$ cat src/rtl/btn_step_counter.sv
// Debounced up/down step counter driven by two raw active-low push-buttons,
// with wrap or saturate overflow, optional auto-repeat and direct LED drive.

// One button front end: 2-FF synchroniser, counting debouncer, press/repeat events.
module btn_step_counter_btn #(
  parameter int unsigned DEBOUNCE_CYCLES = 270000,
  parameter int unsigned REPEAT_CYCLES   = 0
) (
  input  logic clk,
  input  logic rst,
  input  logic btn_n,
  output logic step
);

  localparam int unsigned DW = $clog2(DEBOUNCE_CYCLES);
  localparam logic [DW-1:0] DLAST = DW'(DEBOUNCE_CYCLES - 1);

  logic          s1;
  logic          s2;
  logic          deb;
  logic [DW-1:0] dcnt;
  logic          accept;
  logic          press;
  logic          rep;

  // accept marks the edge at which deb takes the synchronised level
  assign accept = (s2 != deb) && (dcnt == DLAST);
  assign press  = accept && deb;

  // NOTE: state registers use non-blocking assignments so every flop samples
  // the pre-edge value of its neighbours, exactly like the hardware.
  always_ff @(posedge clk) begin
    if (rst) begin
      s1   <= 1'b1;
      s2   <= 1'b1;
      deb  <= 1'b1;
      dcnt <= '0;
    end else begin
      s1 <= btn_n;
      s2 <= s1;
      if (s2 == deb) begin
        dcnt <= '0;
      end else if (accept) begin
        deb  <= s2;
        dcnt <= '0;
      end else begin
        dcnt <= dcnt + DW'(1);
      end
    end
  end

  generate
    if (REPEAT_CYCLES > 0) begin : g_repeat
      localparam int unsigned RW = (REPEAT_CYCLES > 1) ? $clog2(REPEAT_CYCLES) : 1;
      localparam logic [RW-1:0] RLAST = RW'(REPEAT_CYCLES - 1);

      logic [RW-1:0] rtimer;

      // No repeat on the edge that accepts the release: the button is no longer held.
      assign rep = !deb && !accept && (rtimer == RLAST);

      always_ff @(posedge clk) begin
        if (rst || deb || rep) begin
          rtimer <= '0;
        end else begin
          rtimer <= rtimer + RW'(1);
        end
      end
    end else begin : g_no_repeat
      assign rep = 1'b0;
    end
  endgenerate

  assign step = press || rep;

endmodule

module btn_step_counter #(
  parameter int unsigned WIDTH           = 6,
  parameter int unsigned STEP            = 1,
  parameter int unsigned RESET_VALUE     = 0,
  parameter int unsigned DEBOUNCE_CYCLES = 270000,
  parameter int unsigned REPEAT_CYCLES   = 0,
  parameter int unsigned SATURATE        = 0,
  parameter int unsigned LED_ACTIVE_LOW  = 1
) (
  input  logic             clk,
  input  logic             rst,
  input  logic             btn_inc_n,
  input  logic             btn_dec_n,
  output logic [WIDTH-1:0] count,
  output logic [WIDTH-1:0] led,
  output logic             changed,
  output logic             limit
);

  localparam logic [WIDTH:0]   STEP_X  = (WIDTH+1)'(STEP);
  localparam logic [WIDTH-1:0] RST_CNT = WIDTH'(RESET_VALUE);
  localparam logic [WIDTH-1:0] MAX_CNT = '1;

  logic             inc_step;
  logic             dec_step;
  logic [WIDTH:0]   sum;
  logic [WIDTH:0]   diff;
  logic [WIDTH-1:0] count_nxt;
  logic             limit_nxt;

  function automatic logic [WIDTH-1:0] led_enc(input logic [WIDTH-1:0] value);
    return (LED_ACTIVE_LOW != 0) ? ~value : value;
  endfunction

  btn_step_counter_btn #(
    .DEBOUNCE_CYCLES(DEBOUNCE_CYCLES),
    .REPEAT_CYCLES  (REPEAT_CYCLES)
  ) u_inc (
    .clk  (clk),
    .rst  (rst),
    .btn_n(btn_inc_n),
    .step (inc_step)
  );

  btn_step_counter_btn #(
    .DEBOUNCE_CYCLES(DEBOUNCE_CYCLES),
    .REPEAT_CYCLES  (REPEAT_CYCLES)
  ) u_dec (
    .clk  (clk),
    .rst  (rst),
    .btn_n(btn_dec_n),
    .step (dec_step)
  );

  // The extra top bit of sum/diff is the carry/borrow out of the WIDTH-bit count.
  // NOTE: every signal written here gets a default first, so no path leaves it
  // unassigned and no latch is inferred.
  always_comb begin
    sum       = {1'b0, count} + STEP_X;
    diff      = {1'b0, count} - STEP_X;
    count_nxt = count;
    limit_nxt = 1'b0;
    if (inc_step && !dec_step) begin
      limit_nxt = sum[WIDTH];
      count_nxt = (SATURATE != 0 && sum[WIDTH]) ? MAX_CNT : sum[WIDTH-1:0];
    end else if (dec_step && !inc_step) begin
      limit_nxt = diff[WIDTH];
      count_nxt = (SATURATE != 0 && diff[WIDTH]) ? '0 : diff[WIDTH-1:0];
    end
  end

  always_ff @(posedge clk) begin
    if (rst) begin
      count   <= RST_CNT;
      led     <= led_enc(RST_CNT);
      changed <= 1'b0;
      limit   <= 1'b0;
    end else begin
      count   <= count_nxt;
      led     <= led_enc(count_nxt);
      changed <= (count_nxt != count);
      limit   <= limit_nxt;
    end
  end

endmodule
$ cat config.mk
export PLATFORM = sky130hd
export DESIGN_NAME = btn_step_counter
export DESIGN_NICKNAME = d
export VERILOG_FILES = /design/src/rtl/btn_step_counter.sv
export SDC_FILE = /design/constraint.sdc
export NUM_CORES = 1
export LEC_CHECK = 0
export CORE_MARGIN = 2
export CORE_UTILIZATION = 55
export DETAILED_ROUTE_END_ITERATION = 8
export GPL_ROUTABILITY_DRIVEN = 0
export PLACE_DENSITY = 0.85
export SLEW_MARGIN = 25
export SYNTH_ARGS = -nofsm -noshare
export SYNTH_HDL_FRONTEND = slang
export SYNTH_HIERARCHICAL = 1
export SYNTH_SLANG_ARGS = --single-unit
$ cat constraint.sdc
create_clock -name clk -period 3.7 [get_ports clk]
set_input_delay 0.74 -clock clk [delete_from_list [all_inputs] [get_ports clk]]
set_output_delay 0.74 -clock clk [all_outputs]
set_load 0.02 [all_outputs]
Word-level counts from Yosys, hierarchy flattened
Index checks and enable logic that the tools add are counted.
Word-level totals
  bits in registers: 58
  logic and storage cells: 42
Cells by class
  add/sub/neg operators: 4
  equal/unequal tests: 7
  mux-type cells: 4
  bitwise gates (word level): 3
  reduce and logical (&&, ||, !) cells: 12
Operator list (number)
  19-bit by 1-bit adder with 19-bit output (second input constant): 2
  19-bit equality test (second input constant): 2
  6-bit 2-to-1 mux: 2
  6-bit by 1-bit adder with 7-bit output (second input constant): 1
  6-bit by 1-bit subtractor with 7-bit output (second input constant): 1
  1-bit logical AND: 6
  6-bit inequality test: 1
  6-bit NOT: 1
  3-bit OR reduction: 2
  2-bit AND reduction: 2
  1-bit equality test: 2
  1-bit zero test: 2
  1-bit 2-to-1 mux: 2
  1-bit inequality test: 2
  1-bit NOT: 2

Depth between registers and ports, before layout
  depth after elaboration: 8
  depth in mapped cells: 9
  depth with buffers taken out: 8

By module
Netlist, hierarchy kept.
Modules (own cells, without submodules)
  btn_step_counter_btn: times used 2, cells an instance 108, area each 1007.2 µm², seq. area each 440.4 µm²
  btn_step_counter: times used 1, cells an instance 65, area each 686.9 µm², seq. area each 280.3 µm²

Worst setup path after synthesis
Ideal clock, no wire load.
  path kind: flip-flop to flip-flop
  start: reg u_dec.dcnt[15]
  end: reg count[4]
  setup time: 0.123 ns
  data arrival time: 2.378 ns
  slack: 1.198 ns
  cell stages (with the launch flop): 9
  buffers on the path: 1
  cells stage by stage: dfxtp_1 > or4b_1 > nor4_4 > nand2_1 > nor3b_1 > buf_6 > and3b_1 > a32oi_2 > mux2_1
On the way
  longest elaborated chain between the ends: 6
  elaborated cells between the ends (all ways): 8
RTL lines
  from (decl): line 21  | logic [DW-1:0] dcnt;
  from (signal assigned): line 47  | dcnt <= dcnt + DW'(1);
  19-bit equality test *: line 27  | assign accept = (s2 != deb) && (dcnt == DLAST);
  1-bit logical AND *: line 27
  1-bit logical AND *: line 28  | assign press = accept && deb;
  named net dec_step: line 102  | logic dec_step;
  1-bit logical AND / 1-bit zero test (equally long branches): line 143, 140
  6-bit 2-to-1 mux / 1-bit logical AND (equally long branches): line 143, 140
  6-bit 2-to-1 mux *: line 140  | if (inc_step && !dec_step) begin
  to (signal assigned): line 156  | count <= count_nxt;
  to (decl): line 91  | output logic [WIDTH-1:0] count,
Mark *: on every way through the listed nets, which the timed path passes. The rest lies on a longest branch.
A chain may end at the register's enable or synchronous reset.

Worst setup path after layout
  start: reg u_dec.dcnt[5]
  end: reg count[4]
Same word-level chain as after synthesis.

==> results.yml <==
status:
  outcome: "complete, no violations"
drt:
  first_iter_violations: 88
  drc: 0
  postRouteAntennaNets: 0
  vias: 2031
  wl_per_cell_um: 13.3
  via_per_inst: 5.40
  wirelength_mm: 4.99
  dr.pass1.iters: 4
die:
  dieHeight_um: 74.1
  rows: 25
  num_io_pins: 18
  die-area_mm2: 0.00549
  initial_core_util_pct: 57.2
  die_x_um: 74.1
  coreArea_mm2: 0.00472
min_path:
  min_path_cells: 1
  hp-class: "reg2reg"
critical_path:
  worst_ep_arrival_time_ps: 2940
  end_kind: "flop"
  startpoint_type: "flop"
  worst-setup-path-type: "reg2reg"
  critPathMaxFanout: 9
  r2r_cells: 8
  critical_path_required_ps: 3910
synthesis:
  yosysTopAreaCell: "dfxtp_1"
  syn_nets: 289
  async_flop_share_pct: 0
  ys.flop_type: "dfxtp_1"
  syn_avg_cell_area_um2: 9.61
  synthesis.area_mm2: 0.00270
  synth_cell_types: 44
  ys_seq_area_share_pct: 43.0
  yosysWarnings: 6
  synthCells: 281
  synth_area_leaders: "dfxtp_1 (43%), xnor2_1 (7.1%), nor2_1 (6.1%), xor2_1 (2.9%), buf_6 (2.5%)"
  synth_top_area_share_pct: 43.0
  synth_edf_count: 0
  synth-seq-cells: 58
timing:
  finalSetupViolCount: 0
  grt_setup_unrepaired: "no"
  fin_crit_ps: 2720
  timing.fmax_mhz: 367
  slew-limit-headroom_pct: 62.9
  skew_ps: 7.80
  hold_viol: 0
  fin_tns_setup_ps: 0
  report.final.slew_viol_count: 0
  whs_ps: 414
  worst_slew_pin_slew_ps: 556
  finalCritPeriodShare_pct: 73.5
global_routing:
  grt_overflow: 0
  grt_pass1_vias: 1931
  grt_max_degree: 18
  grt_pass1_wl_mm: 8.61
  grt_use_total_pct: 20.6
  grt_antenna_before_repair: 0
placement:
  dpl_cell_area_mm2: 0.00291
  dp_hpwl_mm: 3.39
  portBuffers: 17
layout:
  drive_above_1_share_pct: 13.9
  nets: 313
  diodes: 0
  stdcell_area_mm2: 0.00311
  n_fill_cell: 372
  syn_to_final_growth_pct: 15.1
clock_tree:
  ctsHoldBuffers: 0
  cts_buffers: 9
  post_cts_buffers: 0
  cts_sinks: 58
  clockBufferDepth: 2
  post_cts_resized: 0
  cts-root-buf: "clkbuf_8"
  cts.reportedPaths.clkPinSlew_ps: 70
  insertion_delay_ps: 330
  cts_max_level: 3
  cts_tree: "done"
flow_run:
  maxCapViolations: 0
pwr:
  powerDensity_mw_per_mm2: 399
  power_mw: 1.24
  vdd_drop_max_v: 0.000301
  power_leakage_nw: 1.02
power breakdown:
part | switching (mW) | internal (mW) | leakage, nW
Sequential | 0.00172 | 0.627 | 0.468
Clock | 0.235 | 0.362 | 0.106
Combinational | 0.00933 | 0.00683 | 0.442
per-layer routing:
| layer | global-route usage [%] | vias to the layer above | part of all wire [%] |
|---|---|---|---|
| met3 | 7.32 | 8 | 3.2 |
| li1 | - | 1036 | - |
| met5 | 0 | - | 0 |
| met1 | 25.3 | 957 | 47 |
| met2 | 34.0 | 30 | 48 |
| met4 | 6.46 | 0 | 1.4 |
sequential cells by signal, summed over array words and instances (netlist names):
signal	cells
u_dec/dcnt	19
u_inc/dcnt	19
count	6
led	6
changed	1
limit	1
u_dec/deb	1
u_dec/s1	1
u_dec/s2	1
u_inc/deb	1
u_inc/s1	1
u_inc/s2	1
critical path, stage by stage (launching register included):
cell and delay, ps:
dfxtp_1 450, or4b_1 450, nor3_1 280, nand2_1 150, nor3b_1 240, buf_4 200, and3b_1 230, a32oi_2 260
mux2_1 340
cells in the mapped netlist (6+ instances only):
| cell | number |
|---|---|
| nor3_1 | 7 |
| nor4_1 | 10 |
| dfxtp_1 | 58 |
| and3_1 | 10 |
| nand2_1 | 14 |
| nor2_1 | 44 |
| nand4_1 | 8 |
| buf_6 | 6 |
| nand3_1 | 10 |
| xor2_1 | 9 |
| inv_1 | 9 |
| xnor2_1 | 22 |
cell usage in the layout, fill, tap and decap left out, types with 2 or more instances in the layout:
cell type / count
o21ai_0: 5
or4_4: 2
nor4_1: 10
or2_2: 4
nand4_1: 8
ha_1: 4
nor4_4: 3
clkbuf_8: 12
inv_1: 9
a21oi_1: 4
buf_4: 3
and3_1: 10
mux2_1: 2
nand3_2: 2
xor2_1: 9
nor3b_1: 5
a211o_1: 4
nor2b_1: 3
nor2_1: 44
a21oi_2: 2
mux2i_1: 5
xnor2_1: 22
a22oi_2: 2
nor3_1: 7
or4b_1: 4
or3_2: 2
nand3_4: 2
nand3_1: 10
clkdlybuf4s50_1: 17
or3_1: 5
dfxtp_1: 58
nand2_1: 14
final timing paths:
path	startpoint	to	slack, ps
max	u_dec/dcnt[5]$_SDFF_PP0_	count[4]$_SDFF_PP0_	980
min	u_inc/s1$_SDFF_PP1_	u_inc/s2$_SDFF_PP1_	410
max reg2reg	u_dec/dcnt[5]$_SDFF_PP0_	count[4]$_SDFF_PP0_	980
min reg2reg	u_inc/s1$_SDFF_PP1_	u_inc/s2$_SDFF_PP1_	410
cell type report:
type / instances / area (µm²) / share of cell area [%]
Inverter: 9 / 33.8 / 1.09
Multi-Input combinational cell: 207 / 1440 / 46.1
Clock inverter: 2 / 35.0 / 1.13
Sequential cell: 58 / 1160 / 37.3
Tap cell: 67 / 83.8 / 2.70
Clock buffer: 13 / 169 / 5.43
Timing Repair Buffer: 20 / 193 / 6.19
cell families after synthesis:
group	count (synthesis)	synth area share [%]
simple gates	143	31.8
flops	58	43.0
xor+xnor	31	10.1
compound gates	20	5.79
buf+inv	16	3.89
mux	9	3.66
fa+ha+maj	4	1.85
through the flow:
step / std cells / utilization [%] / setup slack (ps)
floorplan: 281 / - / 1200
global placement: 361 / 61.5 / 1130
detailed placement: 361 / 61.5 / 989
CTS: 376 / 65.9 / 963
global route: 376 / 65.9 / 711
finish: 376 / 65.9 / 979
(Power assumes the default switching activity.)
